`src/rtl/scytale_decryption_if.sv`:
```
// rtl/scytale_decryption_if.sv - ciphertext in / plaintext out handshake bundle for the scytale decrypter
interface scytale_decryption_if #(
    parameter int D_WIDTH   = 8,
    parameter int KEY_WIDTH = 16
);
    logic [D_WIDTH-1:0]   data_i;
    logic                 valid_i;
    logic [KEY_WIDTH-1:0] key;
    logic                 busy;
    logic [D_WIDTH-1:0]   data_o;
    logic                 valid_o;
    logic                 error_o;

    modport master (
        output data_i, valid_i, key,
        input  busy, data_o, valid_o, error_o
    );

    modport slave (
        input  data_i, valid_i, key,
        output busy, data_o, valid_o, error_o
    );
endinterface

```
`src/rtl/scytale_decryption.sv`:
```
// rtl/scytale_decryption.sv - buffers ciphertext until token, then emits it in scytale column order
// Optional length check (error_o) enabled by defining SCYTALE_LEN_CHECK_EN.
module scytale_decryption #(
    parameter int                 D_WIDTH                = 8,
    parameter int                 KEY_WIDTH              = 16,
    parameter int                 MAX_NOF_CHARS          = 50,
    parameter logic [D_WIDTH-1:0] START_DECRYPTION_TOKEN = 8'hFA
) (
    input logic                clk,
    input logic                rst_n,
    scytale_decryption_if.slave bus
);
    localparam int               ADDR_W  = $clog2(MAX_NOF_CHARS);
    localparam int               PTR_W   = $clog2(MAX_NOF_CHARS + 1);
    localparam logic [PTR_W-1:0] MAX_PTR = PTR_W'(MAX_NOF_CHARS);
    localparam logic [15:0]      MAX_LEN = 16'(MAX_NOF_CHARS);

    typedef enum logic {COLLECT, DECRYPT} state_t;

    state_t             state;
    logic [PTR_W-1:0]   wr_ptr;
    logic [D_WIDTH-1:0] mem [MAX_NOF_CHARS];
    logic [7:0]         key_n_q, key_m_q, row_q, col_q;
    logic [15:0]        len_q, out_cnt_q;
    logic               len_ok_q;
    logic [15:0]        tok_len, rd_addr;
    logic               tok_len_ok;

    always_comb begin
        tok_len    = 16'(bus.key[15:8]) * 16'(bus.key[7:0]);
        tok_len_ok = (tok_len != 16'd0) && (tok_len <= MAX_LEN)
`ifdef SCYTALE_LEN_CHECK_EN
                     && (16'(wr_ptr) == tok_len)
`endif
                     ;
        // row/col counters replace the k mod m / k div m of the columnar read
        rd_addr    = 16'(row_q) * 16'(key_n_q) + 16'(col_q);
    end

    always_ff @(posedge clk) begin
        if (!rst_n) begin
            state       <= COLLECT;
            wr_ptr      <= '0;
            bus.busy    <= 1'b0;
            bus.valid_o <= 1'b0;
            bus.data_o  <= '0;
`ifdef SCYTALE_LEN_CHECK_EN
            bus.error_o <= 1'b0;
`endif
        end else begin
`ifdef SCYTALE_LEN_CHECK_EN
            bus.error_o <= 1'b0;
`endif
            case (state)
                COLLECT: begin
                    bus.valid_o <= 1'b0;
                    if (bus.valid_i) begin
                        if (bus.data_i == START_DECRYPTION_TOKEN) begin
                            key_n_q   <= bus.key[15:8];
                            key_m_q   <= bus.key[7:0];
                            len_q     <= tok_len;
                            len_ok_q  <= tok_len_ok;
                            row_q     <= 8'd0;
                            col_q     <= 8'd0;
                            out_cnt_q <= 16'd0;
                            bus.busy  <= 1'b1;
                            state     <= DECRYPT;
`ifdef SCYTALE_LEN_CHECK_EN
                            bus.error_o <= !tok_len_ok;
`endif
                        end else if (wr_ptr < MAX_PTR) begin
                            mem[ADDR_W'(wr_ptr)] <= bus.data_i;
                            wr_ptr               <= wr_ptr + 1'b1;
                        end
                    end
                end
                DECRYPT: begin
                    if (len_ok_q && (out_cnt_q < len_q)) begin
                        bus.valid_o <= 1'b1;
                        // positions never received read back as zero padding
                        bus.data_o  <= (rd_addr < 16'(wr_ptr)) ? mem[ADDR_W'(rd_addr)] : '0;
                        out_cnt_q   <= out_cnt_q + 16'd1;
                        if (row_q == key_m_q - 8'd1) begin
                            row_q <= 8'd0;
                            col_q <= col_q + 8'd1;
                        end else begin
                            row_q <= row_q + 8'd1;
                        end
                    end else begin
                        bus.valid_o <= 1'b0;
                        bus.busy    <= 1'b0;
                        wr_ptr      <= '0;
                        state       <= COLLECT;
                    end
                end
                default: state <= COLLECT;
            endcase
        end
    end

`ifndef SCYTALE_LEN_CHECK_EN
    assign bus.error_o = 1'b0;
`endif
endmodule

```
`src/flat_wrapper.sv`:
```
// flat-port wrapper written by rule: the top's interface ports become plain ports
module scytale_decryption_flat 
#(
    parameter int                 D_WIDTH                = 8,
    parameter int                 KEY_WIDTH              = 16,
    parameter int                 MAX_NOF_CHARS          = 50,
    parameter logic [D_WIDTH-1:0] START_DECRYPTION_TOKEN = 8'hFA
)
  (clk, rst_n, bus_data_i, bus_valid_i, bus_key, bus_busy, bus_data_o, bus_valid_o, bus_error_o);
  scytale_decryption_if #(.D_WIDTH(D_WIDTH), .KEY_WIDTH(KEY_WIDTH)) bus_i ();
  input logic clk;
  input logic rst_n;
  input wire logic [$bits(bus_i.data_i)-1:0] bus_data_i;
  input wire logic [$bits(bus_i.valid_i)-1:0] bus_valid_i;
  input wire logic [$bits(bus_i.key)-1:0] bus_key;
  output wire logic [$bits(bus_i.busy)-1:0] bus_busy;
  output wire logic [$bits(bus_i.data_o)-1:0] bus_data_o;
  output wire logic [$bits(bus_i.valid_o)-1:0] bus_valid_o;
  output wire logic [$bits(bus_i.error_o)-1:0] bus_error_o;
  assign bus_i.data_i = bus_data_i;
  assign bus_i.valid_i = bus_valid_i;
  assign bus_i.key = bus_key;
  assign bus_busy = bus_i.busy;
  assign bus_data_o = bus_i.data_o;
  assign bus_valid_o = bus_i.valid_o;
  assign bus_error_o = bus_i.error_o;
  scytale_decryption #(.D_WIDTH(D_WIDTH), .KEY_WIDTH(KEY_WIDTH), .MAX_NOF_CHARS(MAX_NOF_CHARS), .START_DECRYPTION_TOKEN(START_DECRYPTION_TOKEN)) u_core (.clk(clk), .rst_n(rst_n), .bus(bus_i));
endmodule
```
`config.mk`:
```
export PLATFORM = sky130hd
export DESIGN_NAME = scytale_decryption_flat
export DESIGN_NICKNAME = d
export VERILOG_FILES = /design/src/rtl/scytale_decryption_if.sv /design/src/rtl/scytale_decryption.sv /design/src/flat_wrapper.sv
export SDC_FILE = /design/constraint.sdc
export NUM_CORES = 1
export LEC_CHECK = 0
export CORE_AREA = 2 2 228 230
export DETAILED_ROUTE_END_ITERATION = 12
export DIE_AREA = 0 0 230 232
export PLACE_DENSITY = 0.65
export SLEW_MARGIN = 0
export SYNTH_ARGS = -nofsm -noshare
export SYNTH_HDL_FRONTEND = slang
export SYNTH_SLANG_ARGS = --single-unit
```
`constraint.sdc`:
```
create_clock -name clk -period 6.05 [get_ports clk]
set_input_delay 1.21 -clock clk [delete_from_list [all_inputs] [get_ports clk]]
set_output_delay 1.21 -clock clk [all_outputs]
set_load 0.03 [all_outputs]
```
==> results.cfg, run 1 <==
[synthesis]
synth_edf_count = 465
synthCells = 1631
ys_seq_elements = 482
yosysSeqAreaShare_pct = 59.0
synth_area_per_cell_sq_um = 14.9
syn-cell-area_sq_um = 24200
synth_cell_types = 75
ys.flop_type = edfxtp_1
synthesis.nets = 1835
yosys_warnings = 0
async_flop_share_pct = 0

[layout]
layout-drive-gt1-share_pct = 15.6
fill_cells = 4204
antenna_cells = 0
fin_cells = 2431
seq_area_sq_um = 14300
multi_input_area_sq_um = 9120
final_nets = 1912
area_growth_pct = 12.0
fin_area_sq_um = 27100

[place]
preCtsSetupSlack_ps = -101
dp_cells = 2335
dpl_cell_area_sq_um = 25500
hpwl_mm = 34.8
gp_congestion = 0.833
port-buffer-count = 36

[critical_path]
crit_fanout = 8
rr_worst_depth = 17
criticalPathCategory = flip-flop to flip-flop
required_ps = 6550
cp.arrival_ps = 6230
crit_path_max_incr_delay_ps = 570
cp.depth = 17
reg2reg_from = u_core.key_n_q[1]$_DFFE_PP_
path_common_cell = fa_1
crit_buf_inv = 3
critPathLaunchType = flip-flop
r2r_setup_slack_ps = 320
crit_start = u_core.key_n_q[1]$_DFFE_PP_
endpoint_kind = flip-flop
cp_cell_sequence = and2_1, fa_1, inv_1, fa_1, inv_1, ha_1, inv_1, fa_1, fa_1, xnor2_1, ha_1, a2111oi_1, o221ai_1, or3_1, nor4_2, nand4_4, o32ai_1
slowest_stage = edfxtp_1
path_delay_family = adder cells

[power]
leakage_nw = 9.66
ir_worst_vdd_v = 0.000218
p_per_area_nw_per_um2 = 271

[clock_network]
htreeDepth = 2
clk_pin_slew_ps = 60
cts_buffer_depth = 3
cts_setup_buffers = 0
clkSinkCount = 482
clock_latency_ps = 600
numCtsBuffers = 51
cts-root-buf = clkbuf_16
cts_tree = done

[floorplan]
die_x_um = 230
rows = 83
initial_core_util_pct = 47.6
coreArea_sq_um = 50900
pin_count = 38
die_y_um = 232
die-area_sq_um = 53400

[drt]
met2_wirelength_mm = 25.7
post-route-drc-count = 0
wl_met1_mm = 22.2
routedWlPerCell_um = 21.3
dr_total_vias = 13500
dr.pass1.iters = 5
drtIter0Drc = 1106
antenna_left = 0
wl_met3_mm = 2.71
wl_mm = 51.8
via_per_inst = 5.57
dr.max_layer_used = met4

[sta]
fin_crit_sh_pct = 94.7
fin_skew_ps = 29.8
rsz0062_at_grt = no
fmax_mhz = 175
finalSetupViolCount = 0
slew_headroom_pct = 28.3
setup_slack_ps = 323
hold_violations = 0
period_needed_ps = 5730
worstMarginPinSlew_ps = 1070
slew_viol_final = 0

[global_routing]
antenna_found_initial = 0
grt_usage_pct = 19.9
grt_pass1_wl_mm = 81.0
grt_pass1_vias = 14100
grt_overflow = 0
grt_max_degree = 63

[min_path]
whs_path_depth = 2
min_path_type = flip-flop to flip-flop
min-delay-start = u_core.bus.data_o[4]$_SDFFE_PN0P_

[run]
max-cap-violations = 0

[status]
status = complete, no violations
[Yosys cell counts, types with 4 or more instances]
library cell  number  share of area [%]
clkbuf_1          34               0.53
dfxtp_1           17                1.4
xor2_1            14               0.51
nand3_1           40               0.83
xnor2_1           43                1.6
mux2_2            32                1.5
or2_2              4               0.10
o21bai_1           4               0.12
nand4_1            7               0.18
nor3_1            13               0.27
and2_1           117                3.0
o221ai_1           8               0.29
nor2b_1           17               0.44
nor4_1             5               0.13
nand2b_1           7               0.18
buf_2              9               0.19
o32ai_1            7               0.25
o22ai_1           13               0.34
edfxtp_1         465                 58
and3_1            10               0.26
mux2i_1           24               0.99
a21o_1             7               0.22
a211oi_1           9               0.28
o21ai_0           17               0.35
fa_1              80                6.6
a2111oi_0          5               0.18
o21ai_1            5               0.10
a21oi_1           49                1.0
nor2_1            97                1.5
mux4_2            88                8.2
ha_1              97                5.0
nand2_1           67                1.0
or4_1              4               0.12
buf_4              6               0.19
inv_1            151                2.3
buf_1              5              0.077
[through the flow]
stage	hold WS (ps)	total power, mW	setup TNS (ps)	utilization, %
4_1_cts	482	7.42	0	53.3
2_1_floorplan	522	4.20	0	-
3_5_place_dp	468	4.43	-101	50.1
5_1_grt	498	7.63	0	53.3
6_report	474	7.35	0	53.3
3_3_place_gp	460	4.41	0	50.1
[cells by family after synthesis]
group           count (synthesis)  share of synthesized area [%]
other cells                     1                         0.0155
fa+ha+maj                     177                           11.6
buf+inv                       208                           3.44
flops                         482                           59.0
simple gates                  407                           8.81
mux                           144                           10.7
xor+xnor                       57                           2.06
compound gates                155                           4.37
[layout by cell type, fill, tap and decap left out, types with 8 or more instances in the layout]
cell               n
xor2_1            14
clkdlybuf4s50_1   28
edfxtp_1         465
inv_1            151
fa_1              80
a21oi_1           49
clkbuf_16         52
o21ai_0           17
nor2_1            96
nor3_1            13
dfxtp_1           17
and3_1            10
o221ai_1           8
and2_1           117
clkinv_2          17
o22ai_1           13
buf_4             43
clkinv_1          10
xnor2_1           43
ha_1              95
buf_2              8
a211oi_1           9
nor2b_1           17
mux4_2            88
mux2i_1           24
mux2_2            32
nand3_1           40
nand2_1           67
[where the power goes]
group / total [mW] / switching (mW) / internal, mW
Sequential: 3.69 / 0.00411 / 3.69
Combinational: 0.668 / 0.381 / 0.287
Clock: 2.99 / 1.29 / 1.70
[area by class of cell]
class                           count  area share, %
Sequential cell                   482           52.7
Multi-Input combinational cell    941           33.6
Clock buffer                       62           5.04
Tap cell                          680           3.14
Timing Repair Buffer               80           2.44
Inverter                          152           2.10
Clock inverter                     34          0.936
[state kept, by name, summed over array words and instances (netlist names), 6 cells and up]
| signal | count |
|---|---|
| u_core.mem | 400 |
| u_core.len_q | 16 |
| u_core.out_cnt_q | 16 |
| u_core.bus.data_o | 8 |
| u_core.col_q | 8 |
| u_core.key_m_q | 8 |
| u_core.key_n_q | 8 |
| u_core.row_q | 8 |
| u_core.wr_ptr | 6 |
[path summary, 6_finish.rpt]
| kind | end |
|---|---|
| max | u_core.bus.data_o[1]$_SDFFE_PN0P_ |
| min reg2reg | u_core.bus.data_o[4]$_SDFFE_PN0P_ |
| max reg2reg | u_core.bus.data_o[1]$_SDFFE_PN0P_ |
| min | u_core.bus.data_o[4]$_SDFFE_PN0P_ |
[per-layer routing]
layer	up-vias	global-route usage, %
met5	-	0
met3	87	2.93
li1	6194	-
met4	0	6.05
met1	6908	26.6
met2	346	33.8
[tightest hold or removal path: cells and delay by family (launching register included)]
kind                   cells  cell delay, ps
DFF                        1             320
AOI/OAI and AO/OA          1              50
buffers and inverters      1              50
[what timing repair did]
item | 4_1_cts | 5_1_grt
hold buffers | 0 | 0
setup endpoints to repair | 0 | 4
hold endpoints to repair | 0 | 0
gates resized for setup | 0 | 1
Note: power is estimated with default switching activity, not from simulation.
==> run 2: changes to the inputs <==
--- a/config.mk
+++ b/config.mk
@@ -8,7 +8,8 @@
 export CORE_AREA = 2 2 228 230
 export DETAILED_ROUTE_END_ITERATION = 12
 export DIE_AREA = 0 0 230 232
-export PLACE_DENSITY = 0.65
+export DONT_BUFFER_PORTS = 1
+export PLACE_DENSITY = 0.64
 export SLEW_MARGIN = 0
 export SYNTH_ARGS = -nofsm -noshare
 export SYNTH_HDL_FRONTEND = slang
==> run 2 against run 1 <==
Effect of this change: sequential cell count did not move; worst setup slack improved by 220 ps; power rose by 3.1%; via count fell by 1.7%; utilization fell by 0.70 points; largest cell class unchanged; routed wire length fell by 0.34%; fmax rose by 4.0%; design area fell by 1.3%; clock skew fell by 6.1 ps; sequential share of layout area rose by 0.70 points; combinational power fell by 17%.
==> results.cfg, run 2 (same netlist as run 1, synthesis figures left out) <==
[min_path]
min-delay-start = u_core.wr_ptr[4]$_SDFFE_PN0P_
hold_path_end = u_core.wr_ptr[4]$_SDFFE_PN0P_
whs_path_depth = 2
min_path_type = flip-flop to flip-flop

[clock_network]
htreeDepth = 2
numCtsBuffers = 51
cts_setup_buffers = 0
cts-root-buf = clkbuf_16
clkSinkCount = 482
clock_latency_ps = 610
cts.repair.resized = 0
cts_buffer_depth = 3
clk_pin_slew_ps = 60
cts_tree = done
postCtsHoldBufs = 0

[critical_path]
endpoint_kind = flip-flop
rr_worst_depth = 19
crit_fanout = 13
cp.arrival_ps = 6020
reg2reg_to = u_core.bus.data_o[2]$_SDFFE_PN0P_
required_ps = 6560
criticalPathCategory = flip-flop to flip-flop
critPathLaunchType = flip-flop
r2r_setup_slack_ps = 540
reg2reg_from = u_core.row_q[2]$_SDFFCE_PN0P_

[layout]
final_nets = 1847
fin_cells = 2364
multi_input_area_sq_um = 9120
area_growth_pct = 10.5
antenna_cells = 0
layout-drive-gt1-share_pct = 13.8
reg.largest.list = u_core.mem: 400 flops, u_core.len_q: 16 flops, u_core.out_cnt_q: 16 flops
top_register = u_core.mem
final_common_cell = edfxtp_1
seq_area_sq_um = 14300
fill_cells = 4188
fin_area_sq_um = 26800
final_cell_mix = edfxtp_1 (465), inv_1 (151), and2_1 (117), nor2_1 (96), ha_1 (95)
largest_reg_flops = 400

[floorplan]
pin_count = 38
die-area_sq_um = 53400
die_y_um = 232
die_x_um = 230
initial_core_util_pct = 47.6
rows = 83
coreArea_sq_um = 50900

[sta]
period_needed_ps = 5510
worstMarginPinSlew_ps = 935
rsz0062_at_grt = no
hold_violations = 0
slew_viol_final = 0
slew_headroom_pct = 37.4
fin_skew_ps = 23.8
fin_crit_sh_pct = 91.0
finalSetupViolCount = 0
fin_tns_setup_ps = 0
fmax_mhz = 182

[drt]
dr.pass1.iters = 7
routedWlPerCell_um = 21.9
via_per_inst = 5.63
dr_total_vias = 13300
antenna_left = 0
post-route-drc-count = 0
drtIter0Drc = 946
wl_mm = 51.7

[run]
max-cap-violations = 0

[place]
dp_cells = 2270
gp_congestion = 0.827
hpwl_mm = 34.0
dpl_cell_area_sq_um = 25000
port-buffer-count = 0

[global_routing]
grt_overflow = 0
grt_pass1_wl_mm = 81.2
grt_usage_pct = 19.8
grt_pass1_vias = 13900
antenna_found_initial = 0
grt_max_degree = 67

[power]
p_per_area_nw_per_um2 = 283
ir_worst_vdd_v = 0.000241
leakage_nw = 9.46

[status]
status = complete, no violations
==> run 2: cell types whose count changed in the layout (fill, tap and decap cells not counted), moves of 2 or more <==
cell,change
buf_4,-30
clkinv_2,-9
clkbuf_1,+2
bufinv_16,+8
buf_2,-8
clkdlybuf4s50_1,-28
clkbuf_8,-3
==> run 2: stage by stage <==
step | power [mW] | util [%] | setup slack (ps) | hold WS, ps
floorplan | 4.20 | - | 551 | 522
global placement | 4.31 | 49.1 | 612 | 569
detailed placement | 4.32 | 49.1 | 548 | 590
CTS | 7.64 | 52.6 | 518 | 598
global route | 7.84 | 52.6 | 70.3 | 640
finish | 7.58 | 52.6 | 543 | 599
==> run 2: worst max path at each step <==
stage	startpoint	end	slack [ps]
3_3_place_gp	bus_key[2]	u_core.len_ok_q$_DFFE_PP_	610
3_5_place_dp	u_core.row_q[2]$_SDFFCE_PN0P_	u_core.bus.data_o[2]$_SDFFE_PN0P_	550
5_1_grt	u_core.row_q[4]$_SDFFCE_PN0P_	u_core.bus.data_o[2]$_SDFFE_PN0P_	70
2_1_floorplan	u_core.row_q[4]$_SDFFCE_PN0P_	u_core.bus.data_o[0]$_SDFFE_PN0P_	550
4_1_cts	u_core.row_q[2]$_SDFFCE_PN0P_	u_core.bus.data_o[2]$_SDFFE_PN0P_	520
6_report	u_core.row_q[2]$_SDFFCE_PN0P_	u_core.bus.data_o[2]$_SDFFE_PN0P_	540
==> run 2: where the power goes <==
group / leakage [nW] / switching (mW) / internal (mW)
Sequential: 4.40 / 0.00406 / 3.69
Combinational: 4.18 / 0.308 / 0.245
Clock: 0.876 / 1.32 / 2.01
==> run 2: layout make-up <==
cell class,count,area share [%]
multi-input combinational,941,34.1
clock buffer,61,4.99
inverter,152,2.13
clock inverter,33,1.71
tap,680,3.18
timing repair buffer,15,0.514
sequential,482,53.4
==> run 2: worst max-delay path, stage by stage, from the launching register on <==
cell and delay (ps):
edfxtp_1 640, nand2_1 130, fa_1 500, inv_1 40, ha_1 270, ha_1 290, inv_1 80, fa_1 400
inv_1 60, ha_1 150, inv_1 60, fa_1 450, xnor2_1 200, ha_1 280, a2111oi_0 400, o221ai_1 190
or3_1 340, nor4_2 310, nand4_4 250, o32ai_1 370
==> run 2: metal layers <==
metal,GRT usage (%),wire length (um),up-vias
li1,-,-,6045
met1,26.5,22000,6812
met2,34.0,25800,359
met3,3.33,2830,84
met4,4.94,1030,0
met5,0,0,-
==> run 3: changes to the inputs <==
--- a/config.mk
+++ b/config.mk
@@ -5,11 +5,12 @@
 export SDC_FILE = /design/constraint.sdc
 export NUM_CORES = 1
 export LEC_CHECK = 0
-export CORE_AREA = 2 2 228 230
+export ABC_AREA = 1
+export CORE_AREA = 2 2 237 239
 export DETAILED_ROUTE_END_ITERATION = 12
-export DIE_AREA = 0 0 230 232
+export DIE_AREA = 0 0 239 241
 export DONT_BUFFER_PORTS = 1
-export PLACE_DENSITY = 0.64
+export PLACE_DENSITY = 0.65
 export SLEW_MARGIN = 0
 export SYNTH_ARGS = -nofsm -noshare
 export SYNTH_HDL_FRONTEND = slang
==> run 3 against run 2 <==
Effect of this change: die area rose by 7.9%; utilization fell by 0.84 points; largest power group unchanged; non-clock buffer count rose by 3; register-to-register slack improved by 530 ps; clock skew rose by 26 ps; area after synthesis rose by 8.5%; via count rose by 36%; count of clock-buffer cells in the layout rose by 5.
==> results.cfg, run 3 <==
[sta]
fmax_mhz = 201
hold_violations = 0
worstMarginPinSlew_ps = 1230
fin_crit_sh_pct = 82.3
finalSetupViolCount = 0
whs_ps = 602
slew_headroom_pct = 17.6
period_needed_ps = 4980
fin_tns_setup_ps = 0
fin_skew_ps = 49.9
slew_viol_final = 0
setup_slack_ps = 1070
rsz0062_at_grt = no

[layout]
fill_cells = 4916
largest_reg_flops = 400
seq_area_sq_um = 14300
antenna_cells = 0
top_register = u_core.mem
final_util_pct = 51.8
layout-drive-gt1-share_pct = 5.49
final_cell_mix = nand2_1 (795), inv_1 (505), edfxtp_1 (465), nand3_1 (347), nor2_1 (143)
final_nets = 2932
reg.largest.list = u_core.mem: 400 flops, u_core.len_q: 16 flops, u_core.out_cnt_q: 16 flops
area_growth_pct = 8.12
final_common_cell = nand2_1
multi_input_area_sq_um = 9440

[critical_path]
required_ps = 6560
reg2reg_to = u_core.bus.data_o[0]$_SDFFE_PN0P_
crit_path_max_incr_delay_ps = 630
rr_worst_depth = 23
cp.arrival_ps = 5490
slowest_stage = edfxtp_1
cp.depth = 23
criticalPathCategory = flip-flop to flip-flop
path_delay_family = adder cells
endpoint_kind = flip-flop
path_common_cell = nor2_1
crit_fanout = 24
reg2reg_from = u_core.row_q[2]$_SDFFCE_PN0P_
r2r_setup_slack_ps = 1070
crit_buf_inv = 6
critPathLaunchType = flip-flop
cp_cell_sequence = nand2_1, fa_1, inv_1, ha_1, ha_1, inv_1, fa_1, inv_1, ha_1, inv_1, fa_1, buf_4, inv_2, ha_1, a21oi_1, nand3_1, nor2_1, nand3_1, nor2_1, nand3_2, nor2_1, nor2_1, nor2_1

[min_path]
min-delay-start = u_core.wr_ptr[4]$_SDFFE_PN0P_
whs_path_depth = 2
min_path_type = flip-flop to flip-flop
hold_path_end = u_core.wr_ptr[4]$_SDFFE_PN0P_

[synthesis]
synth_edf_count = 465
synthesis.nets = 2984
async_flop_share_pct = 0
ys.flop_type = edfxtp_1
synth_cell_types = 43
syn-cell-area_sq_um = 26300
synth.area.top_cells = edfxtp_1 (53%), nand2_1 (11%), inv_1 (7.2%)
yosysSeqAreaShare_pct = 54.4
ys_seq_elements = 482
yosys_warnings = 0
synth_area_per_cell_sq_um = 9.45
synthCells = 2780
synth.top_cell.area_share_pct = 53.1
synth.most_common_cell = nand2_1
synth.largest_area_cell = edfxtp_1
synth_common_cells = nand2_1 (795), inv_1 (505), edfxtp_1 (465)

[place]
gp_congestion = 0.851
hpwl_mm = 39.3
preCtsSetupSlack_ps = 1020
port-buffer-count = 0

[floorplan]
rows = 86
pin_count = 38
die_y_um = 241
initial_core_util_pct = 47.9
die-area_sq_um = 57600
die_x_um = 239
coreArea_sq_um = 54900

[clock_network]
cts_tree = done
cts_buffer_depth = 3
cts-root-buf = clkbuf_16
clk_pin_slew_ps = 60
postCtsHoldBufs = 0
cts.repair.resized = 0
clock_latency_ps = 630
cts_setup_buffers = 0
clkSinkCount = 482
htreeDepth = 2
numCtsBuffers = 52

[global_routing]
antenna_found_initial = 0
grt_overflow = 0
grt_max_degree = 146
grt_usage_pct = 21.3
grt_pass1_wl_mm = 96.1
grt_pass1_vias = 17700

[power]
p_per_area_nw_per_um2 = 263
ir_worst_vdd_v = 0.000202
leakage_nw = 12.7

[drt]
antenna_left = 0
dr.pass1.iters = 5
dr_total_vias = 18100
drtIter0Drc = 1535
wl_mm = 60.2
routedWlPerCell_um = 17.3
via_per_inst = 5.21
post-route-drc-count = 0

[status]
status = complete, no violations

[run]
max-cap-violations = 0
run 3: changes by cell type after synthesis, sizes merged, moves of 49 or more:
cell   delta
nand3   +311
nor2     +52
inv     +359
and2    -117
buf      +49
mux4     -88
nand2   +730
run 3: cells by family (layout without fill, tap and decap cells):
group                      count (synthesis)  after routing  synth area share, %
adders and majority gates                177            177                 10.7
and+or+nand+nor                         1369           1369                 22.2
other                                      1              1               0.0143
DFF                                      482            482                 54.4
AOI/OAI and AO/OA                         89             89                 1.91
xor gates and xnor gates                  27             27                0.900
buffers and inverters                    635            624                 9.83
run 3: worst min-delay path, stage by stage, from the launching register on:
cell and delay, ps:
dfxtp_1 390, nand2_1 110, a21oi_1 50
run 3: layer usage:
layer	part of all wire, %	track usage (%)
met3	6.3	3.49
met1	44	29.6
met2	47	34.6
met4	2.5	6.36
met5	0	0
run 3: power by group:
group	internal, mW	switching [mW]	total, mW	leakage (nW)
logic	0.230	0.379	0.609	7.54
registers	3.69	0.00458	3.69	4.34
clock network	1.85	1.33	3.18	0.835
run 3: metrics by stage:
stage | cell area, sq um | power, mW | instances
6_report | 28400 | 7.48 | 3473
5_1_grt | 28400 | 7.76 | 3473
4_1_cts | 28400 | 7.52 | 3473
3_5_place_dp | 26700 | 4.38 | 3378
3_3_place_gp | 26700 | 4.37 | 3378
2_1_floorplan | 26300 | 4.26 | 2780
run 3: cell type report:
type	instances	area share (%)
Multi-Input combinational cell	1663	33.2
Clock inverter	29	1.11
Clock buffer	66	4.91
Timing Repair Buffer	18	0.564
Tap cell	704	3.10
Sequential cell	482	50.3
Inverter	511	6.76
run 3: worst max path at each step:
stage / startpoint / endpoint
global route: u_core.row_q[2]$_SDFFCE_PN0P_ / u_core.bus.data_o[2]$_SDFFE_PN0P_
global placement: bus_key[2] / u_core.len_ok_q$_DFFE_PP_
CTS: u_core.row_q[3]$_SDFFCE_PN0P_ / u_core.bus.data_o[0]$_SDFFE_PN0P_
floorplan: bus_key[2] / u_core.len_ok_q$_DFFE_PP_
finish: u_core.row_q[2]$_SDFFCE_PN0P_ / u_core.bus.data_o[0]$_SDFFE_PN0P_
detailed placement: bus_key[2] / u_core.len_ok_q$_DFFE_PP_
==> variant, RTL diff (flow settings as in run 3) <==
Build with the macro `SCYTALE_LEN_CHECK_EN` defined.
--- a/src/rtl/scytale_decryption.sv
+++ b/src/rtl/scytale_decryption.sv
@@ -2,2 +2,4 @@
 // Optional length check (error_o) enabled by defining SCYTALE_LEN_CHECK_EN.
+`define SCYTALE_LEN_CHECK_EN
+
 module scytale_decryption #(
Behaviour: not the same (a bounded check fails within 4 cycles, from zero or initial values and one cycle with rst_n low).
==> variant against run 3 <==
Critical path depth fell by 5; worst setup slack got worse by 0.27 ns; design area increased by 0.92%; wire length grew 1.3%; first-iteration DRC count rose by 5.9%; sequential power barely moved; cell count is 0.98% higher; sequential cell count grew 1; synthesized area rose by 0.43%; combinational power rose by 24%; power grew 4.8%.
==> variant: results (changes against run 3) <==
| Metric | Value |
|---|---|
| RD Place Congestion | 0.860 (+1.1%) |
| Largest net degree at the start of global routing | 111 (-24%) |
| Placed Cells | 3,411 (+0.98%) |
| Met1 Use GR | 0.297 (+0.00113) |
| Synth warn | 0 (unchanged) |
| Place WS | 0.816 ns (-0.204 ns) |
| Hold Slack | 0.637 ns (+0.0347 ns) |
| First-pass GRT wire length | 97.2 mm (+1.1%) |
| 1st-iter DRT viols | 1,625 (+5.9%) |
| Met1 Routed Length | 27.2 mm (+2.5%) |
| Syn Area/Cell | 9.37 µm² (-0.93%) |
| Worst relative slew slack | 0.155 (-0.0207) |
| Layout Nets | 2,965 (+1.1%) |
| Crit-path max FO | 17 (-29%) |
| Static leakage power | 12.7 nW (+0.22%) |
| Sequential power | 3.70 mW (about the same) |
| Mux cell area share after synthesis | 0 (unchanged) |
| Xor/xnor share of the synthesized area | 0.00958 (+0.000578) |
| Hold buffers post-CTS | 0 (unchanged) |
| GRT Overall Usage | 0.215 (+0.00231) |
| Vias post-DR | 18,507 (+2.3%) |
| Total negative slack | 0 ns (unchanged) |
| Vias per Instance | 5.28 (+1.3%) |
| Post-CTS sizing | 0 (unchanged) |
| Final worst slack | 0.798 ns (-0.272 ns) |
| Area of placed instances | 26,800 µm² (+0.53%) |
| Root Driver | clkbuf_16 |
| Internal power | 5.99 mW (+3.8%) |
| Vias in the first global route | 18,186 (+2.7%) |
| DR WL met2 | 28.4 mm (+0.22%) |
| Final Skew | 0.0269 ns (-0.0230 ns) |
| Netlist cell types | 40 (-7.0%) |
| Ys async rst share | 0 (unchanged) |
| Hpwl dp | 39.7 mm (+1.0%) |
| Antenna cell count | 0 (unchanged) |
| Main area contributors after synthesis | edfxtp_1, nand2_1, inv_1, nand3_1, fa_1 |
| Cts bufs inserted | 51 (-1.9%) |
| Layout cells sized above 1 | 0.0642 (+0.00932) |
| Top cells by count, synth | nand2_1, inv_1, edfxtp_1 |
| Adder and majority gate portion of the synthesized area | 0.107 (-0.000457) |
| Switching part of the total | 0.236 (+0.00732) |
| Drt total wl | 61.0 mm (+1.3%) |
| Synth Area in Compound Gates | 0.0232 (+0.00404) |
| Met3 wire len | 3.96 mm (+3.7%) |
| Status | complete, no violations |
| Worst path arrival time | 5.76 ns (+0.27 ns) |
| Fraction of the yosys area taken by sequential cells | 0.543 (-0.00156) |
| Power Combinational | 0.755 mW (+24%) |
| Worst-Skew Late Latency | 0.61 ns (-0.02 ns) |
| Worst VDD drop | 0.301 mV (+49%) |
| CTS H-tree depth | 2 (unchanged) |
| Met2 Use GR | 0.352 (+0.00678) |
| Largest regs | u_core.mem x400, u_core.len_q x16, u_core.out_cnt_q x16 |
| Main synth FF type | edfxtp_1 |
## variant: cell count changes in the layout (fill, tap and decap cells not counted), sizes merged, moves of 6 or more
cell,before,now
o21ai,16,38
nand2,797,773
or2,29,72
inv,511,487
nand3,352,325
clkbuf,66,59
nor2,150,189
a21oi,49,55
## variant: cell type report
type / instances / area [µm²]
Sequential cell: 483 / 14300
Clock inverter: 37 / 479
Inverter: 487 / 1830
Tap cell: 704 / 881
Multi-Input combinational cell: 1724 / 9690
Clock buffer: 58 / 1340
Timing Repair Buffer: 14 / 130
Fill cell: 4867 / 26200
## variant: critical path, stage by stage, from the launching register on
cell and delay (ns):
edfxtp_1 0.62, nand2_1 0.14, fa_1 0.52, inv_1 0.04, ha_1 0.27, ha_1 0.27
inv_1 0.04, fa_1 0.47, inv_1 0.04, ha_1 0.23, fa_1 0.96, clkinv_1 0.68
nor2_1 0.24, o21ai_1 0.09, nand3_1 0.10, nand2_1 0.06, nor2_1 0.15, nand2_1 0.08
a21oi_1 0.14
## variant: final timing paths
| kind | from | to | depth (start not counted) |
|---|---|---|---|
| setup / recovery | u_core.row_q[3]$_SDFFCE_PN0P_ | u_core.bus.data_o[5]$_SDFFE_PN0P_ | 18 |
| hold / removal | u_core.out_cnt_q[0]$_SDFFCE_PN0P_ | u_core.out_cnt_q[0]$_SDFFCE_PN0P_ | 1 |
| setup reg to reg | u_core.row_q[3]$_SDFFCE_PN0P_ | u_core.bus.data_o[5]$_SDFFE_PN0P_ | 18 |
| hold reg to reg | u_core.out_cnt_q[0]$_SDFFCE_PN0P_ | u_core.out_cnt_q[0]$_SDFFCE_PN0P_ | 1 |
